### config.mk
export PLATFORM = sky130hd
export DESIGN_NAME = clk_div_bank
export DESIGN_NICKNAME = d
export VERILOG_FILES = /design/src/rtl/clk_div_bank.sv
export SDC_FILE = /design/constraint.sdc
export NUM_CORES = 1
export LEC_CHECK = 0
export CORE_MARGIN = 2
export CORE_UTILIZATION = 25
export DETAILED_ROUTE_END_ITERATION = 16
export PLACE_DENSITY = 0.38
export SLEW_MARGIN = 5
export SYNTH_ARGS = -nofsm -noshare
export SYNTH_HDL_FRONTEND = slang
export SYNTH_SLANG_ARGS = --single-unit
### constraint.sdc
create_clock -name clk_in -period 4.8 [get_ports clk_in]
set_input_delay 1.2 -clock clk_in [delete_from_list [all_inputs] [get_ports clk_in]]
set_output_delay 1.2 -clock clk_in [all_outputs]
set_load 0.05 [all_outputs]
### src/rtl/clk_div_bank.sv
// Bank of NCH programmable clock dividers (toggle or pulse output) with a shared config port.
// Outputs registered, one cycle after the deciding edge; cfg_ready drops for the cycle after each accepted request.
module clk_div_bank #(
   parameter int NCH     = 2,
   parameter int CNT_W   = 16,
   parameter int DEF_DIV = 8
) (
   input  logic             clk_in,
   input  logic             reset,
   input  logic [NCH-1:0]   en,
   input  logic             cfg_valid,
   output logic             cfg_ready,
   input  logic [2:0]       cfg_ch,
   input  logic [CNT_W-1:0] cfg_div,
   input  logic             cfg_mode,
   output logic             cfg_err,
   output logic [NCH-1:0]   clk_out,
   output logic [NCH-1:0]   tick
);

   typedef struct packed {
      logic [CNT_W-1:0] cnt;
      logic [CNT_W-1:0] div;
      logic             mode;
   } chan_t;

   chan_t          chan_q [NCH];
   logic           cfg_acc;
   logic           cfg_bad;
   logic [NCH-1:0] load_sel;

   assign cfg_acc = cfg_valid && cfg_ready;
   assign cfg_bad = {1'b0, cfg_ch} >= 4'(NCH);

   // An out-of-range index never matches any channel, so a bad request touches no state.
   always_comb begin
      load_sel = '0;
      for (int i = 0; i < NCH; i++) begin
         load_sel[i] = cfg_acc && (cfg_ch == 3'(i));
      end
   end

   always_ff @(posedge clk_in) begin
      if (reset) begin
         cfg_ready <= 1'b1;
         cfg_err   <= 1'b0;
         clk_out   <= '0;
         tick      <= '0;
         for (int i = 0; i < NCH; i++) begin
            chan_q[i].cnt  <= '0;
            chan_q[i].div  <= CNT_W'(DEF_DIV);
            chan_q[i].mode <= 1'b0;
         end
      end else begin
         cfg_ready <= !cfg_acc;
         cfg_err   <= cfg_acc && cfg_bad;
         for (int i = 0; i < NCH; i++) begin
            if (load_sel[i]) begin
               // A load wins over this edge's count/terminal-count update.
               chan_q[i].cnt  <= '0;
               chan_q[i].div  <= cfg_div;
               chan_q[i].mode <= cfg_mode;
               clk_out[i]     <= 1'b0;
               tick[i]        <= 1'b0;
            end else if (en[i]) begin
               if (chan_q[i].cnt == chan_q[i].div) begin
                  chan_q[i].cnt <= '0;
                  tick[i]       <= 1'b1;
                  clk_out[i]    <= chan_q[i].mode ? 1'b1 : !clk_out[i];
               end else begin
                  chan_q[i].cnt <= chan_q[i].cnt + CNT_W'(1);
                  tick[i]       <= 1'b0;
                  clk_out[i]    <= chan_q[i].mode ? 1'b0 : clk_out[i];
               end
            end else begin
               tick[i] <= 1'b0;
            end
         end
      end
   end

endmodule

==> results.txt, run 1 <==
cell area after synthesis: 0.003473 mm²
number of antenna violations at the first check in global routing: 0
post-synthesis cell type count: 45
Leakage: 0.001558 µW
Post-synth EDFFs: 50
flip-flop and latch count after synthesis: 72
CP required: 4.97 ns
worst-skew pair later-pin latency: 0.34 ns
residual antenna-violating net count after detailed routing: 0
endpoint of the lowest-slack register-to-register path: chan_q[1][28]
share of final-layout standard cells stronger than drive strength 1: 5.983%
type of the setup path with the least slack: input port to flip-flop
hold path cells: 1
gate count after technology mapping: 310
Pwr per Cell Area: 337.2 mW/mm²
layout filler cell count: 1395
PnR Total Power: 1430 µW
WL final: 7966 µm
vias after detailed routing: 2333
final clock period utilization by the worst path: 65.66%
Final Cell Area: 0.004240 mm²
critical path launch point: reset
routed wirelength normalized by instance count: 15.00 µm
drt first pass iters: 4
RSZ-0062 raised after global routing: false
path depth of the worst reg2reg path: 5
Max Cap Viol: 0
number of clock sinks: 72
time the final worst path needs with I/O delays and setup: 3.152 ns
type of element capturing the critical path: flip-flop
count of final max-slew check failures: 0
clk_skew: 0.004400 ns
number of antenna repair diodes: 0
accumulated negative setup slack: 0 ns
FF-to-FF setup slack: 2.46 ns
maximum level of the CTS H-tree: 3
area growth from synthesis to layout: 22.08%
highest net fanout along the worst path: 16
root buffer selected by CTS: clkbuf_16
Min-Delay Startpoint: chan_q[0][31]
top-level port count: 31
buffer count from post-CTS setup fixing: 0
result of the run: finished clean
starting density of the core: 25.32%
kind of start point of the critical path: input port
Final Hold Fails: 0
Rel. slew slack: 35.98%
Remaining Overflow, GRT: 0
Iteration-0 DRC Markers: 135
worst hold slack: 0.5031 ns
die outline area: 0.01485 mm²
RePlAce Congestion: 0.7601
total of warnings raised by yosys: 0
capture endpoint of the worst hold path: chan_q[0][31]
total of endpoints with negative setup slack in the final report: 0
Final nets: 373
maximum clock insertion buffer count: 2
post-cts hold buffer count: 0
Cell Area, Placed: 0.003978 mm²
maximum number of pins on one net before global-route repair: 21
flip-flop cell with the highest count after synthesis: edfxtp_1
data arrival time at the worst-slack endpoint: 3.32 ns
final non-filler cell total: 531
worst min path class: flip-flop to flip-flop
Die Span Y: 121.9 µm
register clock-pin slew on the reported worst setup and hold paths: 0.05 ns
fmax: 317.3 MHz
Peak supply drop: 0.0001394 V
Gates resized, CTS repair: 0
routed vias/inst: 4.394
average cell area after synthesis: 11.20 µm²
HPWL after DPL: 5805 µm
clock buffer count from CTS: 9
sequential cell area fraction in the yosys report: 55.91%
first-pass GRT wire length: 12940 µm
aggregate global-route resource usage: 11.75%
count of buffers from port buffering: 30
Placed Cells: 515
synthesized netlist net count: 337
floorplan row count: 43
Die X-Extent: 121.9 µm
slew at the pin with the worst max-slew slack: 0.9522 ns
DRC violations left: 0
TritonCTS clock tree: built
fraction of registers with async set or reset after synthesis: 0%
worst flop-to-flop path startpoint: chan_q[1][17]
core area: 0.01372 mm²
vias in the first global route: 2442
[cells in the mapped netlist, types with 2 or more instances]
| library cell | number | share of area [%] |
|---|---|---|
| nand3_1 | 12 | 1.7 |
| nor3_1 | 9 | 1.3 |
| or3_1 | 2 | 0.36 |
| nand2_1 | 16 | 1.7 |
| nor2_1 | 39 | 4.2 |
| nand3b_1 | 4 | 0.86 |
| a31oi_1 | 4 | 0.72 |
| clkbuf_1 | 3 | 0.32 |
| and3_1 | 4 | 0.72 |
| a21oi_1 | 3 | 0.43 |
| and2_1 | 32 | 5.8 |
| nand4_1 | 7 | 1.3 |
| mux2i_1 | 2 | 0.58 |
| xnor2_1 | 12 | 3.0 |
| edfxtp_1 | 50 | 43 |
| xor2_1 | 44 | 11 |
| inv_1 | 7 | 0.76 |
| ha_1 | 2 | 0.72 |
| nand4_2 | 2 | 0.72 |
| dfxtp_1 | 22 | 13 |
| nor4_1 | 10 | 1.8 |
[worst max-delay path: stages]
cell,delay (ns)
clkdlybuf4s50_1,0.60
a21oi_1,0.62
nand3_1,0.63
nor2_1,0.26
[cell families after synthesis]
kind of cell	count (synthesis)	share of synthesized area, %
muxes	2	0.5764
xor gates and xnor gates	56	14.12
AOI/OAI and AO/OA	16	3.567
and+or+nand+nor	149	23.42
DFF	72	55.91
buffers and inverters	13	1.693
adders and majority gates	2	0.7203
[stage by stage]
stage               worst slack [ns]  utilization, %
floorplan                      1.687               -
global placement               1.358           28.99
detailed placement             1.231           28.99
CTS                            1.599           30.91
global route                   1.425           30.91
finish                         1.648           30.91
[layer usage]
metal | vias to the layer above | GRT usage (%) | part of all wire (%) | wire length, µm
li1 | 1175 | - | - | -
met1 | 1099 | 16.23 | 51 | 4102
met2 | 45 | 16.83 | 42 | 3337
met3 | 14 | 2.622 | 3.7 | 293
met4 | 0 | 6.753 | 2.9 | 233
met5 | - | 0 | 0 | 0
[area by class of cell]
cell class                      count  area, µm²  share of cell area [%]
Clock buffer                       15      257.7                   6.078
Clock inverter                      1      5.005                  0.1180
Inverter                            7      26.28                  0.6197
Multi-Input combinational cell    225       1476                   34.82
Sequential cell                    72       1942                   45.80
Tap cell                          180      225.2                   5.311
Timing Repair Buffer               31      307.8                   7.259
[report_power, final]
group,switching [µW],leakage [µW],internal (µW),total [µW]
combinational,55.4,0.000726,47.4,103
clock,244,0.000128,364,608
sequential,24.2,0.000703,695,719
[cell usage in the layout, fill, tap and decap left out, types with 3 or more instances in the layout]
cell type / instances
nor2_1: 39
nor4_1: 10
nand3b_1: 4
clkbuf_16: 9
clkbuf_1: 5
and3_1: 4
xnor2_1: 12
dfxtp_1: 22
nand3_1: 12
and2_1: 32
nor3_1: 9
clkdlybuf4s50_1: 30
inv_1: 7
a21oi_1: 3
edfxtp_1: 50
xor2_1: 44
nand2_1: 16
nand4_1: 7
a31oi_1: 4
[sequential cells by signal (all words and copies together) (netlist names)]
| signal | count |
|---|---|
| cfg_err | 1 |
| cfg_ready | 1 |
| clk_out | 2 |
| tick | 2 |
| chan_q | 66 |
[worst max path at each step]
stage                               end  slack (ns)  depth (start not counted)
after floorplan           chan_q[0][18]        1.69                          5
after global placement    chan_q[1][17]        1.36                          3
after detailed placement  chan_q[1][17]        1.23                          4
after CTS                 chan_q[1][17]        1.60                          4
after global routing      chan_q[1][17]        1.43                          4
final                     chan_q[1][17]        1.65                          4
Power figures use the tool's default switching activity.
==> inputs of run 2 (changes only) <==
Settings changed: PLACE_DENSITY 0.38 to 0.39.
Clock period 4.8 ns to 2.8 ns, I/O delays scaled along.
==> run 2 against run 1 <==
Sequential power rose by 71%. Core utilization rose by 0.87 points. Critical path depth fell by 3. Wire length rose by 0.18%. Non-clock buffer count rose by 9. Combinational power rose by 83%. Clock-buffer cell count fell by 5. Clock skew rose by 0.0035 ns. Sequential cell count did not move. Register-to-register slack got worse by 1.8 ns. Hold slack improved by 0.016 ns. Sequential share of layout area fell by 1.2 points. Critical path type is now flip-flop to primary output.
==> results.txt, run 2 (synthesis gave the netlist of run 1 again) <==
result of the run: finished clean
time the final worst path needs with I/O delays and setup: 2.327 ns
count of buffers from port buffering: 30
Rel. slew slack: 64.03%
Pint: 1966 µW
Final Hold Fails: 0
count of final max-slew check failures: 0
number of antenna repair diodes: 0
CP max-delay cell: clkdlybuf4s50_1
routed vias/inst: 4.276
vias after detailed routing: 2309
Pwr per Cell Area: 586.6 mW/mm²
commonest non-fill, non-tap cell in the layout: edfxtp_1
CP required: 2.10 ns
aggregate global-route resource usage: 11.55%
FF-to-FF setup slack: 0.62 ns
Peak supply drop: 0.0002297 V
die outline area: 0.01485 mm²
top-level port count: 31
HPWL after DPL: 5840 µm
fmax: 429.8 MHz
largest reg by FF count: chan_q
hold path cells: 1
total of endpoints with negative setup slack in the final report: 0
Comb power frac: 7.3%
TritonCTS clock tree: built
logic depth of the worst path, buffers included: 1
Max stage delay on crit path: 0.85 ns
clk_skew: 0.007942 ns
RSZ-0062 raised after global routing: false
worst min path class: flip-flop to flip-flop
starting density of the core: 25.32%
maximum level of the CTS H-tree: 3
maximum number of pins on one net before global-route repair: 18
accumulated negative setup slack: 0 ns
WL final: 7980 µm
sequential standard cell area: 0.001942 mm²
final core area utilization: 31.77%
final clock period utilization by the worst path: 83.10%
floorplan row count: 43
Iteration-0 DRC Markers: 100
Remaining Overflow, GRT: 0
residual antenna-violating net count after detailed routing: 0
share of final-layout standard cells stronger than drive strength 1: 9.167%
Min-Delay Startpoint: chan_q[0][31]
Gates resized, CTS repair: 0
chain of cells forming the critical path: clkdlybuf4s50_1
endpoint of the lowest-slack register-to-register path: chan_q[0][26]
type of element capturing the critical path: primary output
type of the setup path with the least slack: flip-flop to primary output
worst flop-to-flop path startpoint: chan_q[0][21]
family of cells with the greatest summed delay on the critical path: buffers and inverters
slew at the pin with the worst max-slew slack: 0.5395 ns
flip-flop count of the largest register after layout: 66
Max Cap Viol: 0
commonest cells after routing, fill and taps aside: 50 x edfxtp_1, 44 x xor2_1, 39 x nor2_1
capture endpoint of the worst hold path: chan_q[0][31]
number of clock sinks: 72
DRC violations left: 0
RePlAce Congestion: 0.7087
critical path launch point: clk_out[1]
vias in the first global route: 2298
core area: 0.01372 mm²
Leakage: 0.001628 µW
drt first pass iters: 4
path depth of the worst reg2reg path: 5
proportion of power drawn by flip-flops and latches: 48.1%
root buffer selected by CTS: clkbuf_16
buffers and inverters on the worst path: 1
register clock-pin slew on the reported worst setup and hold paths: 0.06 ns
proportion of total power due to net switching: 23.10%
Final nets: 382
Die X-Extent: 121.9 µm
registers with the most flip-flops: chan_q x66, clk_out x2, tick x2
routed wirelength normalized by instance count: 14.78 µm
area growth from synthesis to layout: 25.50%
kind of start point of the critical path: flip-flop
Die Span Y: 121.9 µm
maximum clock insertion buffer count: 2
worst-skew pair later-pin latency: 0.34 ns
number of antenna violations at the first check in global routing: 0
layout filler cell count: 1417
data arrival time at the worst-slack endpoint: 1.63 ns
relative contribution of the clock network to total power: 44.5%
post-cts hold buffer count: 0
area used by multi-input combinational logic: 0.001476 mm²
first-pass GRT wire length: 12570 µm
highest net fanout along the worst path: 4
buffer count from post-CTS setup fixing: 0
clock buffer count from CTS: 9
switching power: 590.6 µW
[run 2: cell type report]
| class | count | share of cell area, % |
|---|---|---|
| clock buffer | 10 | 5.253 |
| clock inverter | 6 | 1.378 |
| inverter | 7 | 0.6028 |
| multi-input combinational | 225 | 33.87 |
| sequential | 72 | 44.55 |
| tap | 180 | 5.166 |
| timing repair buffer | 40 | 9.185 |
[run 2: worst reg2reg max path: stages, from the launching register on]
cell and delay, ns:
dfxtp_1 0.37, xor2_1 0.18, nor4_1 0.47, nand4_2 0.48
o21bai_4 0.46, nor2_1 0.10
[run 2: through the flow]
step	hold WS [ns]	cells	power, µW	instance area (µm²)	setup WS (ns)
after floorplan	0.4619	310	1344	3473	0.1868
after global placement	0.5056	524	1447	4070	0.3053
after detailed placement	0.4959	524	1446	4070	0.3041
after CTS	0.5191	540	2597	4359	0.4575
after global routing	0.5642	540	2656	4359	0.3785
final	0.5189	540	2557	4359	0.4733
[run 2: how the worst max path moves through the flow]
stage / end / slack [ns]
6_report: clk_out[1] / 0.47
5_1_grt: chan_q[0][28] / 0.38
3_5_place_dp: chan_q[1][26] / 0.30
2_1_floorplan: chan_q[0][18] / 0.19
3_3_place_gp: chan_q[1][19] / 0.31
4_1_cts: clk_out[1] / 0.46
[run 2: per-layer routing]
metal / global-route usage [%] / vias to the layer above / part of all wire [%]
li1: - / 1188 / -
met1: 16.56 / 1074 / 52
met2: 16.20 / 35 / 42
met3: 1.919 / 12 / 3.4
met4: 6.897 / 0 / 2.6
met5: 0 / - / 0
[run 2: power by group through the flow]
stage | registers (µW) | logic [µW] | clock network [µW]
2_1_floorplan | 1250 | 97.5 | 0
3_3_place_gp | 1260 | 192 | 0
3_5_place_dp | 1250 | 191 | 0
4_1_cts | 1230 | 192 | 1170
5_1_grt | 1240 | 208 | 1210
6_report | 1230 | 188 | 1140
==> RTL change 1, RTL diff (settings of run 2) <==
Reset style: asynchronous (`reset`), changed in one clocked block.
--- a/src/rtl/clk_div_bank.sv
+++ b/src/rtl/clk_div_bank.sv
@@ -42,3 +42,3 @@
 
-   always_ff @(posedge clk_in) begin
+   always_ff @(posedge clk_in or posedge reset) begin
       if (reset) begin
Behaviour: differs if reset is asserted again (counterexample within 4 cycles, from zero or initial values and one cycle with reset high); with reset held inactive, the same outputs for 10 cycles.
==> RTL change 1 against run 2 <==
Final cell count rose by 8.5%. Area after synthesis is 5.4% higher. Sequential cell count did not move. Hold slack lost 0.036 ns. Die area is 5.2% higher. Setup slack lost 0.050 ns. Cell area is 2.4% higher. Count of clock-buffer cells in the layout fell by 1. Via count up 17%. Routed wire length up 11%. Critical endpoint is now cfg_ready.
Power is not compared: it rests on default switching activity, and its combinational part moved more than twofold at a synthesized area within 25%.
==> RTL change 1: results (changes against run 2) <==
<table>
<tr><th>Metric</th><th>Value</th></tr>
<tr><th colspan="2">Run status</th></tr>
<tr><td>Outcome</td><td>completed</td></tr>
<tr><th colspan="2">Critical path</th></tr>
<tr><td>Maximum net fanout on the critical path</td><td>3 (-1)</td></tr>
<tr><td>Highest cell delay on the worst timing path</td><td>0.80 ns (-0.05 ns)</td></tr>
<tr><th colspan="2">Synth</th></tr>
<tr><td>Gate Count Post-Synth</td><td>365 (+18%)</td></tr>
<tr><td>Post-synthesis mux area share</td><td>6.32% (+5.7 points)</td></tr>
<tr><td>Post-synthesis sequential area ratio</td><td>49.3% (-6.6 points)</td></tr>
<tr><td>Synth unique cells</td><td>39 (-13%)</td></tr>
<tr><td>Synthesized netlist net count</td><td>392 (+16%)</td></tr>
<tr><td>Fraction of synthesis flops using an asynchronous set or reset pin</td><td>100% (+100 points)</td></tr>
<tr><td>Cell types with the highest counts after synthesis</td><td>dfrtp_1 (69), nand2_1 (62), xor2_1 (28)</td></tr>
<tr><td>Post-Synth XOR/XNOR Area</td><td>10.5% (-3.6 points)</td></tr>
<tr><td>Compound-Gate Fraction of Synth Area</td><td>7.01% (+3.4 points)</td></tr>
<tr><td>Main area contributors after synthesis</td><td>dfrtp_1 (47%), xor2_1 (6.7%), nand2_1 (6.4%)</td></tr>
<tr><th colspan="2">Finish</th></tr>
<tr><td>Number of fill cells</td><td>1527 (+7.8%)</td></tr>
<tr><td>Fraction of final layout cells sized beyond drive strength 1</td><td>13.4% (+4.3 points)</td></tr>
<tr><td>End-of-flow core utilization</td><td>31.0% (-0.82 points)</td></tr>
<tr><th colspan="2">STA</th></tr>
<tr><td>Worst setup skew after layout</td><td>0.00614 ns (-0.00180 ns)</td></tr>
<tr><td>Smallest hold slack</td><td>0.483 ns (-0.0357 ns)</td></tr>
<tr><th colspan="2">Detailed routing</th></tr>
<tr><td>Met3 routed wirelength</td><td>264 um (-1.9%)</td></tr>
<tr><td>Total met2 wirelength after detailed routing</td><td>4.32 mm (+29%)</td></tr>
<tr><td>M1 WL</td><td>4.18 mm (+0.68%)</td></tr>
<tr><td>WL per Instance</td><td>15.2 um (+2.6%)</td></tr>
<tr><th colspan="2">Global routing</th></tr>
<tr><td>Total track usage</td><td>12.1% (+0.54 points)</td></tr>
<tr><td>GR met2 Demand/Resource</td><td>20.0% (+3.8 points)</td></tr>
<tr><th colspan="2">Placement</th></tr>
<tr><td>Detailed placement HPWL</td><td>6.20 mm (+6.1%)</td></tr>
<tr><td>Area after detailed placement</td><td>0.00419 sq mm (+3.0%)</td></tr>
</table>
-- RTL change 1: cell types whose count changed after synthesis, sizes merged, moves of 16 or more --
cell,change
o21ai,+19
mux2,+17
nor2,-25
edfxtp,-50
xor2,-16
and2,-30
nand2,+46
dfxtp,-22
dfrtp,+69
-- RTL change 1: layout make-up --
class / count / area share (%)
sequential: 72 / 40.4
inverter: 1 / 0.0841
clock buffer: 9 / 5.04
clock inverter: 7 / 1.09
multi-input combinational: 273 / 39.2
tap: 184 / 5.16
timing repair buffer: 40 / 8.97
-- RTL change 1: worst paths after layout --
check,from,to
setup / recovery,cfg_ready,cfg_ready
hold / removal,chan_q[4],chan_q[4]
setup reg to reg,chan_q[28],chan_q[25]
hold reg to reg,chan_q[4],chan_q[4]
max in group asynchronous,reset,chan_q[37]
min in group asynchronous,reset,chan_q[47]
-- RTL change 1: worst min-delay path, stage by stage, from the launching register on --
cell	delay (ns)
dfstp_2	0.38
nand2_1	0.05
nand2_1	0.05
==> RTL change 2, RTL diff (settings of run 2) <==
Made on the original files. Change the parameter `CNT_W` from 16 to 12.
--- a/src/rtl/clk_div_bank.sv
+++ b/src/rtl/clk_div_bank.sv
@@ -4,3 +4,3 @@
    parameter int NCH     = 2,
-   parameter int CNT_W   = 16,
+   parameter int CNT_W   = 12,
    parameter int DEF_DIV = 8
Interface: changed (resized cfg_div); port bits go from 31 to 27. No check against the original RTL was run, so the function may have changed too.
==> RTL change 2 against run 2 <==
Fmax rose by 3.0%. Cell area fell by 25%. Die area fell by 21%. Area after synthesis fell by 22%. Total power fell by 39%. Utilization fell by 1.5 points. Setup slack improved by 0.068 ns. Final cell count fell by 24%. Sequential power fell by 22%. Sequential share of layout area rose by 1.6 points. Count of clock-buffer cells in the layout fell by 4. Sequential cell count fell by 16. Routed wire length fell by 26%.
==> RTL change 2: results (changes against run 2) <==
<table>
<tr><th>Metric</th><th>Value</th></tr>
<tr><th colspan="2">Synth</th></tr>
<tr><td>Post-synthesis sequential area ratio</td><td>55.2% (-0.66 points)</td></tr>
<tr><td>Cell types with the highest counts after synthesis</td><td>edfxtp_1 (38), nor2_1 (26), and2_1 (24), xor2_1 (24), dfxtp_1 (18)</td></tr>
<tr><td>Synthesized netlist net count</td><td>262 (-22%)</td></tr>
<tr><td>Mean instance size in the synthesized netlist</td><td>11.4 sq um (+1.5%)</td></tr>
<tr><td>Post-synth EDFFs</td><td>38 (-24%)</td></tr>
<tr><th colspan="2">Placement</th></tr>
<tr><td>Routability Congestion</td><td>0.733 (+3.4%)</td></tr>
<tr><td>Detailed placement HPWL</td><td>4.34 mm (-26%)</td></tr>
<tr><td>Count of port buffers added during placement</td><td>26 (-13%)</td></tr>
<tr><td>Area after detailed placement</td><td>0.00317 sq mm (-22%)</td></tr>
<tr><td>Instance count after placement with tap cells included</td><td>404 (-23%)</td></tr>
<tr><th colspan="2">Critical path</th></tr>
<tr><td>Data arrival time of the worst path</td><td>1.56 ns (-0.07 ns)</td></tr>
<tr><td>Maximum net fanout on the critical path</td><td>5 (+1)</td></tr>
<tr><th colspan="2">CTS</th></tr>
<tr><td>H-tree Lvls</td><td>2 (-1)</td></tr>
<tr><td>Clock Latency Late Sink</td><td>0.31 ns (-0.03 ns)</td></tr>
<tr><td>Total clock buffers created by CTS</td><td>5 (-4)</td></tr>
<tr><td>Clock slew at the register clock pins of the worst setup and hold paths</td><td>0.10 ns (+0.04 ns)</td></tr>
<tr><th colspan="2">STA</th></tr>
<tr><td>Worst Max-Slew Pin Slew</td><td>0.559 ns (+0.0192 ns)</td></tr>
<tr><th colspan="2">Detailed routing</th></tr>
<tr><td>Vias per cell</td><td>4.28 (about the same)</td></tr>
<tr><td>Iteration-0 DRC count of the detailed router</td><td>65 (-35%)</td></tr>
<tr><th colspan="2">Finish</th></tr>
<tr><td>Fraction of final layout cells sized beyond drive strength 1</td><td>6.99% (-2.2 points)</td></tr>
<tr><td>Biggest registers after layout</td><td>chan_q x50, clk_out x2, tick x2</td></tr>
<tr><td>Number of fill cells</td><td>1152 (-19%)</td></tr>
<tr><th colspan="2">Global routing</th></tr>
<tr><td>Global-route wire length before repair</td><td>9.51 mm (-24%)</td></tr>
<tr><td>Largest net degree at the start of global routing</td><td>17 (-1)</td></tr>
<tr><th colspan="2">Power</th></tr>
<tr><td>Leakage power figure</td><td>1.16 nW (-29%)</td></tr>
<tr><td>VDD IR max</td><td>0.000200 V (-13%)</td></tr>
<tr><th colspan="2">Run status</th></tr>
<tr><td>Outcome</td><td>completed</td></tr>
</table>
-- RTL change 2: changes by cell type after synthesis, sizes merged, moves of 4 or more --
cell,change
dfxtp,-4
nor4,-8
edfxtp,-12
nand2,-7
nand4,-4
o21ai,+4
nor2,-14
xnor2,+5
nor3,-5
xor2,-20
and2,-8
-- RTL change 2: cells by family after synthesis --
kind of cell    Yosys count  synth area share [%]
simple gates            103                  21.7
compound gates           22                  6.03
flops                    56                  55.2
xor+xnor                 41                  13.2
buf+inv                  13                  2.12
fa+ha+maj                 2                 0.921
mux                       2                 0.783
-- RTL change 2: cell type report --
class	instances	area, sq um	area share [%]
multi-input cells	170	1160	35.6
clock buffers	6	72.6	2.23
well taps	140	175	5.39
repair buffers	30	303	9.31
flip-flops and latches	56	1500	46.2
inverters	8	30.0	0.923
clock inverters	2	11.3	0.346
-- RTL change 2: power breakdown --
group	internal [mW]	total, mW	switching (mW)
clock network	0.175	0.450	0.276
logic	0.0792	0.164	0.0850
registers	0.923	0.956	0.0324
-- RTL change 2: layer usage --
layer  vias up  share of wire, %  track usage (%)
met5         -                 0                0
met4         0               2.3             4.21
met3        10               4.9             3.01
met2        34                40             15.2
met1       822                53             15.3
li1        897                 -                -
-- RTL change 2: path summary, 6_finish.rpt --
check,startpoint,endpoint,cells after the start,slack (ns)
setup / recovery,cfg_ready,cfg_ready,1,0.54
hold / removal,chan_q[1][0],clk_out[1],1,0.50
setup reg to reg,chan_q[1][17],chan_q[1][23],6,0.87
hold reg to reg,chan_q[1][0],clk_out[1],1,0.50
-- RTL change 2: metrics by stage --
stage          utilization [%]  power [mW]  setup slack [ns]
6_report                  30.3        1.57             0.542
5_1_grt                   30.3        1.64             0.475
4_1_cts                   30.3        1.60             0.531
3_5_place_dp              29.5        1.14             0.204
3_3_place_gp              29.5        1.14             0.231
2_1_floorplan                -        1.06             0.857
